[src/rtl/regs_pkg.sv]
// Shared types for the 4-bit CPU register file: microcode cycle phases,
// bus source/destination selectors and post-increment selectors.
`default_nettype none

package regs_pkg;

   typedef enum logic [1:0] {
      CYCLE_NONE      = 2'd0,
      CYCLE_REG_FETCH = 2'd1,
      CYCLE_REG_WRITE = 2'd2
   } microcode_cycle;

   typedef enum logic [4:0] {
      REG_A              = 5'd0,
      REG_B              = 5'd1,
      REG_TEMPA          = 5'd2,
      REG_TEMPB          = 5'd3,
      REG_XL             = 5'd4,
      REG_XH             = 5'd5,
      REG_XP             = 5'd6,
      REG_YL             = 5'd7,
      REG_YH             = 5'd8,
      REG_YP             = 5'd9,
      REG_SPL            = 5'd10,
      REG_SPH            = 5'd11,
      REG_IMM            = 5'd12,
      REG_ALU            = 5'd13,
      REG_ALU_WITH_FLAGS = 5'd14,
      REG_HARDCODED_1    = 5'd15,
      REG_FLAGS          = 5'd16,
      REG_MX             = 5'd17,
      REG_MY             = 5'd18,
      REG_MN             = 5'd19,
      REG_MSP            = 5'd20
   } reg_type;

   typedef enum logic [1:0] {
      REG_NONE = 2'd0,
      REG_XHL  = 2'd1,
      REG_YHL  = 2'd2,
      REG_SP   = 2'd3
   } reg_inc_type;

   function automatic logic is_mem_sel(input reg_type sel);
      logic r;
      case (sel)
         REG_MX, REG_MY, REG_MN, REG_MSP: r = 1'b1;
         default:                         r = 1'b0;
      endcase
      return r;
   endfunction

endpackage

`default_nettype wire

[src/rtl/regs.sv]
// Register file and nibble-wide internal bus of the 4-bit microcoded CPU,
// with data-RAM address generation and index post-increment.
`default_nettype none

module regs
   import regs_pkg::*;
(
   input  logic           clk,
   input  logic           reset_n,
   input  microcode_cycle current_cycle,
   input  reg_type        bus_input_selector,
   input  reg_type        bus_output_selector,
   input  reg_inc_type    increment_selector,
   input  logic [3:0]     alu,
   input  logic           alu_zero,
   input  logic           alu_carry,
   input  logic [3:0]     immed,
   output logic           memory_write_en,
   output logic [11:0]    memory_addr,
   output logic [3:0]     memory_write_data,
   input  logic [3:0]     memory_read_data
);

   logic [3:0]  a_q, a_d, b_q, b_d, tempa_q, tempa_d, tempb_q, tempb_d;
   logic [11:0] x_q, x_d, y_q, y_d;
   logic [7:0]  sp_q, sp_d;
   logic        c_q, c_d, z_q, z_d, d_q, d_d, i_q, i_d;
   logic [11:0] addr_q, addr_d;

   logic [3:0]  w_bus;
   logic [11:0] w_calc_addr;
   reg_type     w_addr_sel;

   always_comb begin
      w_bus = 4'h0;
      case (bus_input_selector)
         REG_A:              w_bus = a_q;
         REG_B:              w_bus = b_q;
         REG_TEMPA:          w_bus = tempa_q;
         REG_TEMPB:          w_bus = tempb_q;
         REG_XL:             w_bus = x_q[3:0];
         REG_XH:             w_bus = x_q[7:4];
         REG_XP:             w_bus = x_q[11:8];
         REG_YL:             w_bus = y_q[3:0];
         REG_YH:             w_bus = y_q[7:4];
         REG_YP:             w_bus = y_q[11:8];
         REG_SPL:            w_bus = sp_q[3:0];
         REG_SPH:            w_bus = sp_q[7:4];
         REG_IMM:            w_bus = immed;
         REG_ALU:            w_bus = alu;
         REG_ALU_WITH_FLAGS: w_bus = alu;
         REG_HARDCODED_1:    w_bus = 4'h1;
         REG_FLAGS:          w_bus = {i_q, d_q, z_q, c_q};
         REG_MX, REG_MY, REG_MN, REG_MSP: w_bus = memory_read_data;
         default:            w_bus = 4'h0;
      endcase
   end

   // A memory source owns the address even when the destination is also memory.
   always_comb begin
      w_addr_sel  = is_mem_sel(bus_input_selector) ? bus_input_selector : bus_output_selector;
      w_calc_addr = 12'h000;
      case (w_addr_sel)
         REG_MX:  w_calc_addr = x_q;
         REG_MY:  w_calc_addr = y_q;
         REG_MN:  w_calc_addr = {8'h00, immed};
         REG_MSP: w_calc_addr = {4'h0, sp_q};
         default: w_calc_addr = 12'h000;
      endcase
   end

   assign memory_addr       = (current_cycle == CYCLE_REG_FETCH) ? w_calc_addr : addr_q;
   assign memory_write_en   = (current_cycle == CYCLE_REG_WRITE) && is_mem_sel(bus_output_selector);
   assign memory_write_data = w_bus;

   always_comb begin
      a_d     = a_q;
      b_d     = b_q;
      tempa_d = tempa_q;
      tempb_d = tempb_q;
      x_d     = x_q;
      y_d     = y_q;
      sp_d    = sp_q;
      c_d     = c_q;
      z_d     = z_q;
      d_d     = d_q;
      i_d     = i_q;
      addr_d  = addr_q;
      if (current_cycle == CYCLE_REG_FETCH) begin
         addr_d = w_calc_addr;
      end
      if (current_cycle == CYCLE_REG_WRITE) begin
         // Increment first so a destination nibble write overrides it.
         case (increment_selector)
            REG_XHL: x_d[7:0] = x_q[7:0] + 8'd1;
            REG_YHL: y_d[7:0] = y_q[7:0] + 8'd1;
            REG_SP:  sp_d     = sp_q + 8'd1;
            default: ;
         endcase
         if (bus_input_selector == REG_ALU_WITH_FLAGS) begin
            c_d = alu_carry;
            z_d = alu_zero;
         end
         case (bus_output_selector)
            REG_A:     a_d        = w_bus;
            REG_B:     b_d        = w_bus;
            REG_TEMPA: tempa_d    = w_bus;
            REG_TEMPB: tempb_d    = w_bus;
            REG_XL:    x_d[3:0]   = w_bus;
            REG_XH:    x_d[7:4]   = w_bus;
            REG_XP:    x_d[11:8]  = w_bus;
            REG_YL:    y_d[3:0]   = w_bus;
            REG_YH:    y_d[7:4]   = w_bus;
            REG_YP:    y_d[11:8]  = w_bus;
            REG_SPL:   sp_d[3:0]  = w_bus;
            REG_SPH:   sp_d[7:4]  = w_bus;
            REG_FLAGS: {i_d, d_d, z_d, c_d} = w_bus;
            default:   ;
         endcase
      end
   end

   always_ff @(posedge clk or negedge reset_n) begin
      if (!reset_n) begin
         a_q     <= 4'h0;
         b_q     <= 4'h0;
         tempa_q <= 4'h0;
         tempb_q <= 4'h0;
         x_q     <= 12'h000;
         y_q     <= 12'h000;
         sp_q    <= 8'h00;
         c_q     <= 1'b0;
         z_q     <= 1'b0;
         d_q     <= 1'b0;
         i_q     <= 1'b0;
         addr_q  <= 12'h000;
      end else begin
         a_q     <= a_d;
         b_q     <= b_d;
         tempa_q <= tempa_d;
         tempb_q <= tempb_d;
         x_q     <= x_d;
         y_q     <= y_d;
         sp_q    <= sp_d;
         c_q     <= c_d;
         z_q     <= z_d;
         d_q     <= d_d;
         i_q     <= i_d;
         addr_q  <= addr_d;
      end
   end

endmodule

`default_nettype wire

[config.mk]
export PLATFORM = sky130hd
export DESIGN_NAME = regs
export DESIGN_NICKNAME = d
export VERILOG_FILES = /design/src/rtl/regs_pkg.sv /design/src/rtl/regs.sv
export SDC_FILE = /design/constraint.sdc
export NUM_CORES = 1
export LEC_CHECK = 0
export ABC_AREA = 1
export CAP_MARGIN = 15
export CORE_ASPECT_RATIO = 1.2
export CORE_MARGIN = 2
export CORE_UTILIZATION = 25
export CTS_BUF_LIST = sky130_fd_sc_hd__clkbuf_16
export DETAILED_ROUTE_END_ITERATION = 6
export PLACE_DENSITY = 0.42
export SETUP_SLACK_MARGIN = 0.3
export SLEW_MARGIN = 0
export SYNTH_ARGS = -nofsm -noshare
export SYNTH_HDL_FRONTEND = slang
export SYNTH_SLANG_ARGS = --single-unit
[constraint.sdc]
create_clock -name clk -period 1.7 [get_ports clk]
set_clock_uncertainty 0.2 [all_clocks]
set_input_delay 0.17 -clock clk [delete_from_list [all_inputs] [get_ports clk]]
set_output_delay 0.17 -clock clk [all_outputs]
set_load 0.02 [all_outputs]
# After elaboration in Yosys (flattened, before gate mapping)
# Index checks and enable logic that the tools add are counted.
[classes] addsub=3 multipliers=0 div_mod_pow=0 n_lt_le_gt_ge=0 n_eq_ne=45 n_shift=0 n_mux=19 bitwise=0 reduce_logical=27
[ops] operator="$eq A5 B5 Y1 const B" n=14
[ops] operator="$pmux W4 S17" n=1
[ops] operator="$eq A5 B4 Y1 const B" n=12
[ops] operator="$pmux W12 S4" n=1
[ops] operator="$eq A5 B3 Y1 const B" n=8
[ops] operator="$reduce_and A2 Y1" n=14
[ops] operator="$add A8 B1 Y8 const B" n=3
[ops] operator="$mux W4" n=6
[ops] operator="$mux W8" n=3
[ops] operator="$eq A5 B2 Y1 const B" n=4
[ops] operator="$reduce_bool A2 Y1" n=7
[ops] operator="$mux W12" n=1
[ops] operator="$eq A5 B1 Y1 const B" n=2
[ops] operator="$logic_not A5 Y1" n=2
[ops] operator="$reduce_or A4 Y1" n=2
[ops] operator="$eq A2 B2 Y1 const B" n=3
[ops] operator="$mux W1" n=6
[ops] operator="$mux W5" n=1
[ops] operator="$eq A2 B1 Y1 const B" n=2
[ops] operator="$reduce_or A2 Y1" n=1
[ops] operator="$logic_and A1 B1 Y1" n=1
[word_totals] regBits=64 latch_bits=0 ramBits=0 romBits=0 inputBits=30 word_cells=111 mem_count=0

# Logic depth before layout (Yosys ltp)
# Gate-level depths: netlist (run 1).
[logic_depth] ltp_word=7 ltp_mapped=12

# Worst setup path before layout (run 1)
# Ideal clock, no wire load.
[synth_path] path_kind="input port to output port" startpoint="in bus_input_selector[0]" endpoint="out memory_addr[10]" arrival_time_ns=1.329 required_ns=1.330 path_slack_ns=0.001 cell_stages=10 n_path_buf=0 cell_sequence="nor2_2 -> nand3_4 -> nand3_2 -> nand2_2 -> nor2_4 -> and2_4 -> nand2_1 -> o21ai_1 -> nand2_1 -> nand2_1"
[synth_via] elab_chain_len=7
[synth_lines] item="start, declared" line="regs.sv:11" source="input reg_type bus_input_selector,"
[synth_lines] item="$eq A5 B5 Y1" line="regs_pkg.sv:46" source="case (sel)"
[synth_lines] item="$reduce_or A4 Y1" line="regs_pkg.sv:46"
[synth_lines] item="$mux W1" line="regs_pkg.sv:46"
[synth_lines] item="$mux W5 (*)" line="regs.sv:61" source="w_addr_sel = is_mem_sel(bus_input_selector) ? bus_input_selector : bus_output_selector;"
[synth_lines] item="$eq A5 B5 Y1" line="regs.sv:63" source="case (w_addr_sel)"
[synth_lines] item="$pmux W12 S4 (*)" line="regs.sv:63"
[synth_lines] item="$mux W12 (*)"
[synth_lines] item="end, declared" line="regs.sv:19" source="output logic [11:0] memory_addr,"
# Mark *: on every way between the ends. The rest lies on a longest branch, timed or not.

# Final worst setup path (run 1)
[layout_path] startpoint="in bus_input_selector[0]" endpoint="out memory_addr[1]"
# The elaborated chain is that of the path after synthesis.

==> metrics.txt, run 1 <==
# TYPE chip_impl_metric gauge
chip_impl_metric{name="track_usage",unit="%"} 21.05
chip_impl_metric{name="total_clock_buffers_created_by_cts",unit=""} 9
chip_impl_metric{name="tightest_slew",unit="ns"} 0.4095
chip_impl_metric{name="clk_path_buf_depth",unit=""} 2
chip_impl_metric{name="die-height",unit="µm"} 147.0
chip_impl_metric{name="worst_skew_pair.late_latency",unit="ns"} 0.34
chip_impl_info{name="critical_path_class",value="in2out"} 1
chip_impl_metric{name="die_w",unit="µm"} 123.1
chip_impl_metric{name="syn_inst",unit=""} 637
chip_impl_metric{name="detailed_place_hpwl",unit="mm"} 14.01
chip_impl_metric{name="port_buffers",unit=""} 46
chip_impl_metric{name="synth-seq-cells",unit=""} 64
chip_impl_metric{name="clk_pin_slew_worst_paths",unit="ns"} 0.05
chip_impl_info{name="synth_commonest_cells",value="238 x sky130_fd_sc_hd__nand2_1, 64 x sky130_fd_sc_hd__dfrtp_1, 61 x sky130_fd_sc_hd__nor2_1, 55 x sky130_fd_sc_hd__nand3_1, 53 x sky130_fd_sc_hd__inv_1"} 1
chip_impl_info{name="endpoint_kind",value="primary output"} 1
chip_impl_metric{name="finalWorstPathRequiredPeriod",unit="ns"} 2.096
chip_impl_metric{name="critical_path_peak_fanout",unit=""} 8
chip_impl_metric{name="power_density",unit="nW/µm²"} 892.5
chip_impl_metric{name="final_layout_size_suffix_gt1_share",unit="%"} 47.07
chip_impl_metric{name="clock-sinks",unit=""} 64
chip_impl_info{name="postSynth.topFlopCell",value="sky130_fd_sc_hd__dfrtp_1"} 1
chip_impl_metric{name="wl_per_instance",unit="µm"} 17.40
chip_impl_info{name="yosys.cell_count.top_type",value="sky130_fd_sc_hd__nand2_1"} 1
chip_impl_metric{name="yosysUniqueCellTypes",unit=""} 32
chip_impl_metric{name="synthArstFlopShare",unit="%"} 100.0
chip_impl_metric{name="finish.utilization",unit="%"} 43.88
chip_impl_metric{name="fin_ws",unit="ns"} -0.3962
chip_impl_metric{name="num_vias",unit=""} 4844
chip_impl_metric{name="syn-mean-instance-area",unit="µm²"} 6.684
chip_impl_metric{name="synth.net_count",unit=""} 670
chip_impl_metric{name="flow.area_growth_from_synthesis",unit="%"} 72.99
chip_impl_metric{name="initial_core_util",unit="%"} 25.37
chip_impl_metric{name="maxClockFrequency",unit="MHz"} 477.1
chip_impl_metric{name="first_global_vias",unit=""} 4782
chip_impl_metric{name="ant_nets",unit=""} 0
chip_impl_metric{name="num_antenna_cells",unit=""} 0
chip_impl_metric{name="seq_area_frac_synth",unit="%"} 37.61
chip_impl_metric{name="fin_total_pwr",unit="mW"} 6.574
chip_impl_metric{name="instances_no_fill",unit=""} 1051
chip_impl_metric{name="core_area",unit="µm²"} 16790
chip_impl_metric{name="dpl.cell_count",unit=""} 1000
chip_impl_metric{name="drt_drc_violations_left",unit=""} 0
chip_impl_info{name="status",value="finished with violations"} 1
chip_impl_info{name="violations",value="setup timing"} 1
chip_impl_metric{name="fp-row-count",unit=""} 52
chip_impl_info{name="worstSetupStartpointType",value="input pin"} 1
chip_impl_metric{name="num-nets-final",unit=""} 863
chip_impl_metric{name="wirelength",unit="mm"} 18.29
chip_impl_metric{name="yosysTopAreaCellShare",unit="%"} 37.61
chip_impl_metric{name="crit_arrival",unit="ns"} 1.73
chip_impl_metric{name="grt_first_pass_wirelength",unit="mm"} 27.93
chip_impl_metric{name="dr.first_iter.drc_count",unit=""} 255
chip_impl_metric{name="timing.final.setup_violations",unit=""} 67
chip_impl_metric{name="top_level_i_o_count",unit=""} 47
chip_impl_metric{name="final-hold-violation-count",unit=""} 0
chip_impl_metric{name="critical_path_required",unit="ns"} 1.33
chip_impl_info{name="clockRootBuffer",value="sky130_fd_sc_hd__clkbuf_16"} 1
chip_impl_metric{name="grt_start_max_net_pins",unit=""} 65
chip_impl_info{name="ys_top_cells_by_area",value="sky130_fd_sc_hd__dfrtp_1 38%, sky130_fd_sc_hd__nand2_1 21%, sky130_fd_sc_hd__nand3_1 6.5%, sky130_fd_sc_hd__nor2_1 5.4%, sky130_fd_sc_hd__inv_1 4.7%"} 1
chip_impl_info{name="synthDominantAreaCellType",value="sky130_fd_sc_hd__dfrtp_1"} 1
chip_impl_metric{name="post_synth_instance_area",unit="µm²"} 4258
chip_impl_metric{name="post_drt_via_cell_ratio",unit=""} 4.609
chip_impl_metric{name="drv_cap",unit=""} 0
chip_impl_metric{name="synth.yosys.warnings",unit=""} 0
chip_impl_metric{name="die-area",unit="µm²"} 18100
chip_impl_metric{name="globalRoute.totalOverflow",unit=""} 0
chip_impl_metric{name="max_slew_margin",unit="%"} 72.70
chip_impl_metric{name="synth_enable_flop_cells",unit=""} 0
chip_impl_metric{name="final_period_util",unit="%"} 123.3
chip_impl_metric{name="firstDrtPassIters",unit=""} 4
chip_impl_metric{name="htree_num_levels",unit=""} 3
chip_impl_metric{name="leakage",unit="nW"} 3.430
chip_impl_metric{name="timing.final.max_slew_violations",unit=""} 0
chip_impl_metric{name="ir_worst_vdd",unit="mV"} 0.4730
chip_impl_metric{name="finalWeightedCongestion",unit=""} 0.9753
chip_impl_info{name="tritoncts",value="yes"} 1
chip_impl_info{name="hp-class",value="in2async"} 1
chip_impl_info{name="rsz0062_at_grt",value="yes"} 1
chip_impl_metric{name="grt_antenna_before_repair",unit=""} 0
## state kept, by name, summed over array words and instances (netlist names), 4 cells and up
register  count
addr_q       12
x_q          12
y_q          12
b_q           4
a_q           4
tempb_q       4
sp_q          8
tempa_q       4
## worst paths after layout
check	from	to	slack, ns	cells past startpoint
max	bus_input_selector[0]	memory_addr[1]	-0.40	13
min	reset_n	c_q	0.15	3
max reg2reg	x_q[2]	tempa_q[2]	-0.08	10
min reg2reg	addr_q[4]	addr_q[4]	0.27	2
max in group asynchronous	reset_n	sp_q[1]	0.76	3
min in group clk	addr_q[4]	addr_q[4]	0.27	2
## critical path: stages
cell                      delay [ns]
sky130_fd_sc_hd__buf_8          0.11
sky130_fd_sc_hd__nor2_4         0.12
sky130_fd_sc_hd__nand3_4        0.24
sky130_fd_sc_hd__nand2_8        0.21
sky130_fd_sc_hd__nand2_4        0.07
sky130_fd_sc_hd__nand2_4        0.09
sky130_fd_sc_hd__nor2_4         0.06
sky130_fd_sc_hd__buf_4          0.14
sky130_fd_sc_hd__nand3_1        0.08
sky130_fd_sc_hd__nand2_2        0.06
sky130_fd_sc_hd__o21ai_2        0.15
sky130_fd_sc_hd__nand2_2        0.08
sky130_fd_sc_hd__buf_6          0.13
## per-stage QoR
stage	worst slack, ns	cell area [µm²]	hold WS [ns]	setup TNS, ns
6_report	-0.3962	7366	0.1498	-9.871
5_1_grt	-0.4658	7366	0.2114	-17.40
4_1_cts	-0.3379	6933	0.1974	-5.616
3_5_place_dp	-1.279	5953	0.02268	-73.70
3_3_place_gp	-1.237	5953	0.01734	-72.18
2_1_floorplan	0.06823	4459	-0.3256	0
## power by group
| part | switching [mW] | leakage [nW] | total [mW] | internal (mW) |
|---|---|---|---|---|
| logic | 1.39 | 2.46 | 2.65 | 1.27 |
| clock network | 0.720 | 0.144 | 1.84 | 1.12 |
| registers | 0.259 | 0.826 | 2.08 | 1.82 |
| total | 2.36 | 3.43 | 6.57 | 4.21 |
## layout by cell type (no fill, tap or decap), types with 14 or more instances in the layout
| cell | netlist | final |
|---|---|---|
| sky130_fd_sc_hd__buf_6 | 2 | 38 |
| sky130_fd_sc_hd__nand2_2 | 6 | 45 |
| sky130_fd_sc_hd__nand3_1 | 55 | 32 |
| sky130_fd_sc_hd__nor2_4 | 4 | 30 |
| sky130_fd_sc_hd__o21ai_1 | 13 | 17 |
| sky130_fd_sc_hd__nand3_2 | 6 | 20 |
| sky130_fd_sc_hd__nand2_1 | 238 | 182 |
| sky130_fd_sc_hd__buf_4 | 2 | 113 |
| sky130_fd_sc_hd__a21oi_1 | 32 | 23 |
| sky130_fd_sc_hd__dfrtp_1 | 64 | 62 |
| sky130_fd_sc_hd__inv_2 | 7 | 14 |
| sky130_fd_sc_hd__nor2_1 | 61 | 32 |
| sky130_fd_sc_hd__nand2_4 | 2 | 18 |
| sky130_fd_sc_hd__nor2_2 | 12 | 15 |
| sky130_fd_sc_hd__o21ai_2 | 0 | 28 |
| sky130_fd_sc_hd__inv_1 | 53 | 39 |
| sky130_fd_sc_hd__clkdlybuf4s50_1 | 0 | 16 |
## cells by family (layout without fill, tap and decap cells)
kind of cell | count (synthesis) | in the layout | share of synthesized area, %
adders and majority gates | 3 | 3 | 0.8817
AOI/OAI and AO/OA | 94 | 94 | 11.81
and+or+nand+nor | 399 | 399 | 41.17
xor gates and xnor gates | 10 | 10 | 2.057
DFF | 64 | 64 | 37.61
buffers and inverters | 67 | 265 | 6.465
## final cells by class
cell class / count / area (µm²)
clock inverters: 7 / 63.81
fillers: 1733 / 9420
multi-input cells: 506 / 3168
repair buffers: 189 / 1778
inverters: 60 / 256.5
flip-flops and latches: 64 / 1604
well taps: 216 / 270.3
clock buffers: 9 / 225.2
## per-layer routing
| layer | routed length [µm] | global-route usage [%] | up-vias |
|---|---|---|---|
| met4 | 579 | 9.091 | 0 |
| met3 | 575 | 2.096 | 28 |
| met5 | 0 | 0 | - |
| li1 | - | - | 2447 |
| met2 | 9225 | 35.30 | 94 |
| met1 | 7908 | 27.20 | 2275 |
## timing repair
action	4_1_cts	5_1_grt
gates resized for setup	281	90
hold buffers	1	0
hold endpoints to repair	64	0
endpoints found under the setup margin	81	81
setup buffers	17	14
pin swaps	65	50
cloned	2	1
Power figures use the tool's default switching activity.
==> run 2: changes to the inputs <==
Settings changed: CTS_BUF_LIST sky130_fd_sc_hd__clkbuf_16 to sky130_fd_sc_hd__clkbuf_4 sky130_fd_sc_hd__clkbuf_8 sky130_fd_sc_hd__clkbuf_16, CTS_CLUSTER_DIAMETER set to 150.
==> run 2 against run 1 <==
  * The flow still finishes with violations (setup timing)
  * Critical path depth down 2
  * Global-route usage is essentially flat
  * Flip-flop and latch count unchanged
  * Critical endpoint is now memory_write_data[2]
  * Highest routed layer unchanged
==> metrics.txt, run 2 (same netlist as run 1, synthesis figures left out) <==
# TYPE chip_impl_metric gauge
chip_impl_info{name="status",value="finished with violations"} 1
chip_impl_info{name="violations",value="setup timing"} 1
chip_impl_info{name="critical_path_class",value="in2out"} 1
chip_impl_metric{name="power_density",unit="nW/µm²"} 919.2
chip_impl_info{name="worst_r2r_startpoint",value="sp_q[7]"} 1
chip_impl_metric{name="grt_start_max_net_pins",unit=""} 65
chip_impl_metric{name="port_buffers",unit=""} 46
chip_impl_metric{name="flow.area_growth_from_synthesis",unit="%"} 67.79
chip_impl_metric{name="num_vias",unit=""} 4854
chip_impl_metric{name="finalWorstPathRequiredPeriod",unit="ns"} 2.061
chip_impl_metric{name="global_route.usage.met3",unit="%"} 2.096
chip_impl_metric{name="internal_power",unit="mW"} 4.236
chip_impl_metric{name="detailed_place_hpwl",unit="mm"} 14.01
chip_impl_metric{name="initial_core_util",unit="%"} 25.37
chip_impl_info{name="clockRootBuffer",value="sky130_fd_sc_hd__clkbuf_16"} 1
chip_impl_metric{name="post_drt_via_cell_ratio",unit=""} 4.636
chip_impl_metric{name="clk_pin_slew_worst_paths",unit="ns"} 0.05
chip_impl_metric{name="crit_arrival",unit="ns"} 1.69
chip_impl_metric{name="switching_share",unit="%"} 35.49
chip_impl_metric{name="dr.first_iter.drc_count",unit=""} 291
chip_impl_info{name="most_common_library_cell_in_the_layout_ignoring_fill_and_taps",value="sky130_fd_sc_hd__nand2_1"} 1
chip_impl_metric{name="timing.final.setup_violations",unit=""} 59
chip_impl_metric{name="final-hold-violation-count",unit=""} 0
chip_impl_metric{name="setup-tns-final",unit="ns"} -8.496
chip_impl_metric{name="ant_nets",unit=""} 0
chip_impl_info{name="hp-class",value="in2async"} 1
chip_impl_metric{name="final_layout_size_suffix_gt1_share",unit="%"} 41.28
chip_impl_metric{name="top_level_i_o_count",unit=""} 47
chip_impl_metric{name="track_usage",unit="%"} 21.00
chip_impl_metric{name="drv_cap",unit=""} 0
chip_impl_metric{name="share_comb_of_total_power",unit="%"} 39.1
chip_impl_metric{name="critical_path_peak_fanout",unit=""} 4
chip_impl_metric{name="power_switching",unit="mW"} 2.331
chip_impl_metric{name="firstDrtPassIters",unit=""} 4
chip_impl_metric{name="tightest_slew",unit="ns"} 0.4048
chip_impl_metric{name="worst_skew_pair.late_latency",unit="ns"} 0.35
chip_impl_info{name="reg2reg_capture_point",value="x_q[3]"} 1
chip_impl_metric{name="num-nets-final",unit=""} 859
chip_impl_metric{name="timing.reg2reg.worst_path_depth",unit=""} 10
chip_impl_metric{name="drt_drc_violations_left",unit=""} 0
chip_impl_metric{name="globalRoute.totalOverflow",unit=""} 0
chip_impl_info{name="worstSetupStartpointType",value="input pin"} 1
chip_impl_metric{name="die_w",unit="µm"} 123.1
chip_impl_metric{name="clk_path_buf_depth",unit=""} 2
chip_impl_info{name="largest_registers",value="addr_q x12, x_q x12, y_q x12"} 1
chip_impl_info{name="endpoint_kind",value="primary output"} 1
chip_impl_metric{name="ir_worst_vdd",unit="mV"} 0.4770
chip_impl_metric{name="grt_antenna_before_repair",unit=""} 0
chip_impl_info{name="most-common-layout-cells",value="199 x sky130_fd_sc_hd__nand2_1, 113 x sky130_fd_sc_hd__buf_4, 62 x sky130_fd_sc_hd__dfrtp_1"} 1
chip_impl_metric{name="r2r_slack",unit="ns"} -0.11
chip_impl_metric{name="critical_path_required",unit="ns"} 1.33
chip_impl_metric{name="total_clock_buffers_created_by_cts",unit=""} 9
chip_impl_info{name="tritoncts",value="yes"} 1
chip_impl_metric{name="fp-row-count",unit=""} 52
chip_impl_metric{name="dpl.cell_count",unit=""} 1000
chip_impl_metric{name="finalWeightedCongestion",unit=""} 0.9753
chip_impl_metric{name="num_antenna_cells",unit=""} 0
chip_impl_metric{name="grt_first_pass_wirelength",unit="mm"} 27.83
chip_impl_metric{name="power.clock.fraction",unit="%"} 29.2
chip_impl_metric{name="seqPwrFrac",unit="%"} 31.7
chip_impl_metric{name="max_slew_margin",unit="%"} 73.01
chip_impl_info{name="busiest_layer",value="met2"} 1
chip_impl_metric{name="core_area",unit="µm²"} 16790
chip_impl_metric{name="maxClockFrequency",unit="MHz"} 485.3
chip_impl_metric{name="wirelength",unit="mm"} 18.21
chip_impl_metric{name="final_period_util",unit="%"} 121.2
chip_impl_metric{name="die-area",unit="µm²"} 18100
chip_impl_metric{name="fin_ws",unit="ns"} -0.3607
chip_impl_metric{name="wl_per_instance",unit="µm"} 17.39
chip_impl_metric{name="leakage",unit="nW"} 3.358
chip_impl_metric{name="instances_no_fill",unit=""} 1047
chip_impl_metric{name="htree_num_levels",unit=""} 3
chip_impl_metric{name="globalRouteMet2Util",unit="%"} 35.03
chip_impl_info{name="rsz0062_at_grt",value="yes"} 1
chip_impl_metric{name="first_global_vias",unit=""} 4762
chip_impl_metric{name="timing.final.max_slew_violations",unit=""} 0
chip_impl_metric{name="use_met1",unit="%"} 27.34
chip_impl_metric{name="clock-sinks",unit=""} 64
chip_impl_metric{name="die-height",unit="µm"} 147.0
[run 2: cell types whose count changed in the layout (fill, tap and decap cells not counted), moves of 2 or more]
cell	delta
sky130_fd_sc_hd__nand2_1	+17
sky130_fd_sc_hd__o21ai_0	+7
sky130_fd_sc_hd__nand2_4	-3
sky130_fd_sc_hd__a21oi_2	-6
sky130_fd_sc_hd__o21ai_2	-14
sky130_fd_sc_hd__o21ai_1	+7
sky130_fd_sc_hd__a21oi_1	+6
sky130_fd_sc_hd__nor2_1	+2
sky130_fd_sc_hd__nand3_1	+8
sky130_fd_sc_hd__nand2_2	-14
sky130_fd_sc_hd__nand3_2	-7
sky130_fd_sc_hd__buf_6	-4
[run 2: power groups by stage]
stage	logic, mW	clock network (mW)	registers, mW
after global placement	2.03	0	2.08
final	2.56	1.92	2.09
after detailed placement	2.03	0	2.09
after global routing	2.78	2.01	2.11
after CTS	2.48	1.96	2.08
after floorplan	0.937	0	2.10
[run 2: repair_timing]
action / CTS / global route
pin swaps: 65 / 11
resized for setup: 281 / 25
setup endpoints to repair: 81 / 81
endpoints found under the hold margin: 64 / 0
cloned: 2 / 1
hold buffers: 1 / 0
buffers inserted: 18 / 9
[run 2: worst max-delay path by stage]
stage	end	cells past startpoint	slack [ns]	startpoint
final	memory_write_data[2]	11	-0.36	bus_input_selector[2]
after global routing	memory_write_data[0]	15	-0.46	bus_input_selector[2]
after CTS	memory_addr[8]	14	-0.34	bus_input_selector[0]
after detailed placement	memory_addr[5]	12	-1.28	bus_input_selector[1]
after global placement	memory_addr[5]	12	-1.24	bus_input_selector[2]
after floorplan	memory_addr[10]	10	0.07	bus_input_selector[3]
[run 2: stage by stage]
step	utilization [%]	setup WS, ns	cell area (µm²)	total power [mW]	hold WS [ns]
after global routing	42.56	-0.4644	7144	6.892	0.2115
after CTS	41.45	-0.3379	6958	6.519	0.1974
final	42.56	-0.3607	7144	6.567	0.1501
after global placement	35.47	-1.237	5953	4.109	0.01734
after floorplan	-	0.06823	4459	3.033	-0.3256
after detailed placement	35.47	-1.279	5953	4.121	0.02268
[run 2: critical path: stages]
cell,delay (ns)
sky130_fd_sc_hd__buf_8,0.10
sky130_fd_sc_hd__nor2_4,0.13
sky130_fd_sc_hd__buf_4,0.13
sky130_fd_sc_hd__buf_6,0.10
sky130_fd_sc_hd__clkinvlp_4,0.19
sky130_fd_sc_hd__nor2_4,0.19
sky130_fd_sc_hd__nand2_1,0.09
sky130_fd_sc_hd__o211ai_1,0.20
sky130_fd_sc_hd__nor2_2,0.12
sky130_fd_sc_hd__nand2_4,0.12
sky130_fd_sc_hd__buf_4,0.15
[run 2: layer usage]
layer	share of wire, %	vias to the layer above
met5	0	-
met4	3.4	0
met3	2.8	30
met2	50	104
met1	44	2269
li1	-	2451
[run 2: final cells by class]
type	count	area (µm²)
clock buffer	11	246.5
clock inverter	5	56.30
fill	1774	9642
inverter	60	256.5
multi-input combinational	506	2978
sequential	64	1604
tap	216	270.3
timing repair buffer	185	1733
==> run 3: changes to the inputs <==
Settings changed: CAP_MARGIN 15 to 30.
==> results of run 3 <==
The final DEF is identical to that of run 2; final timing and power are the same.
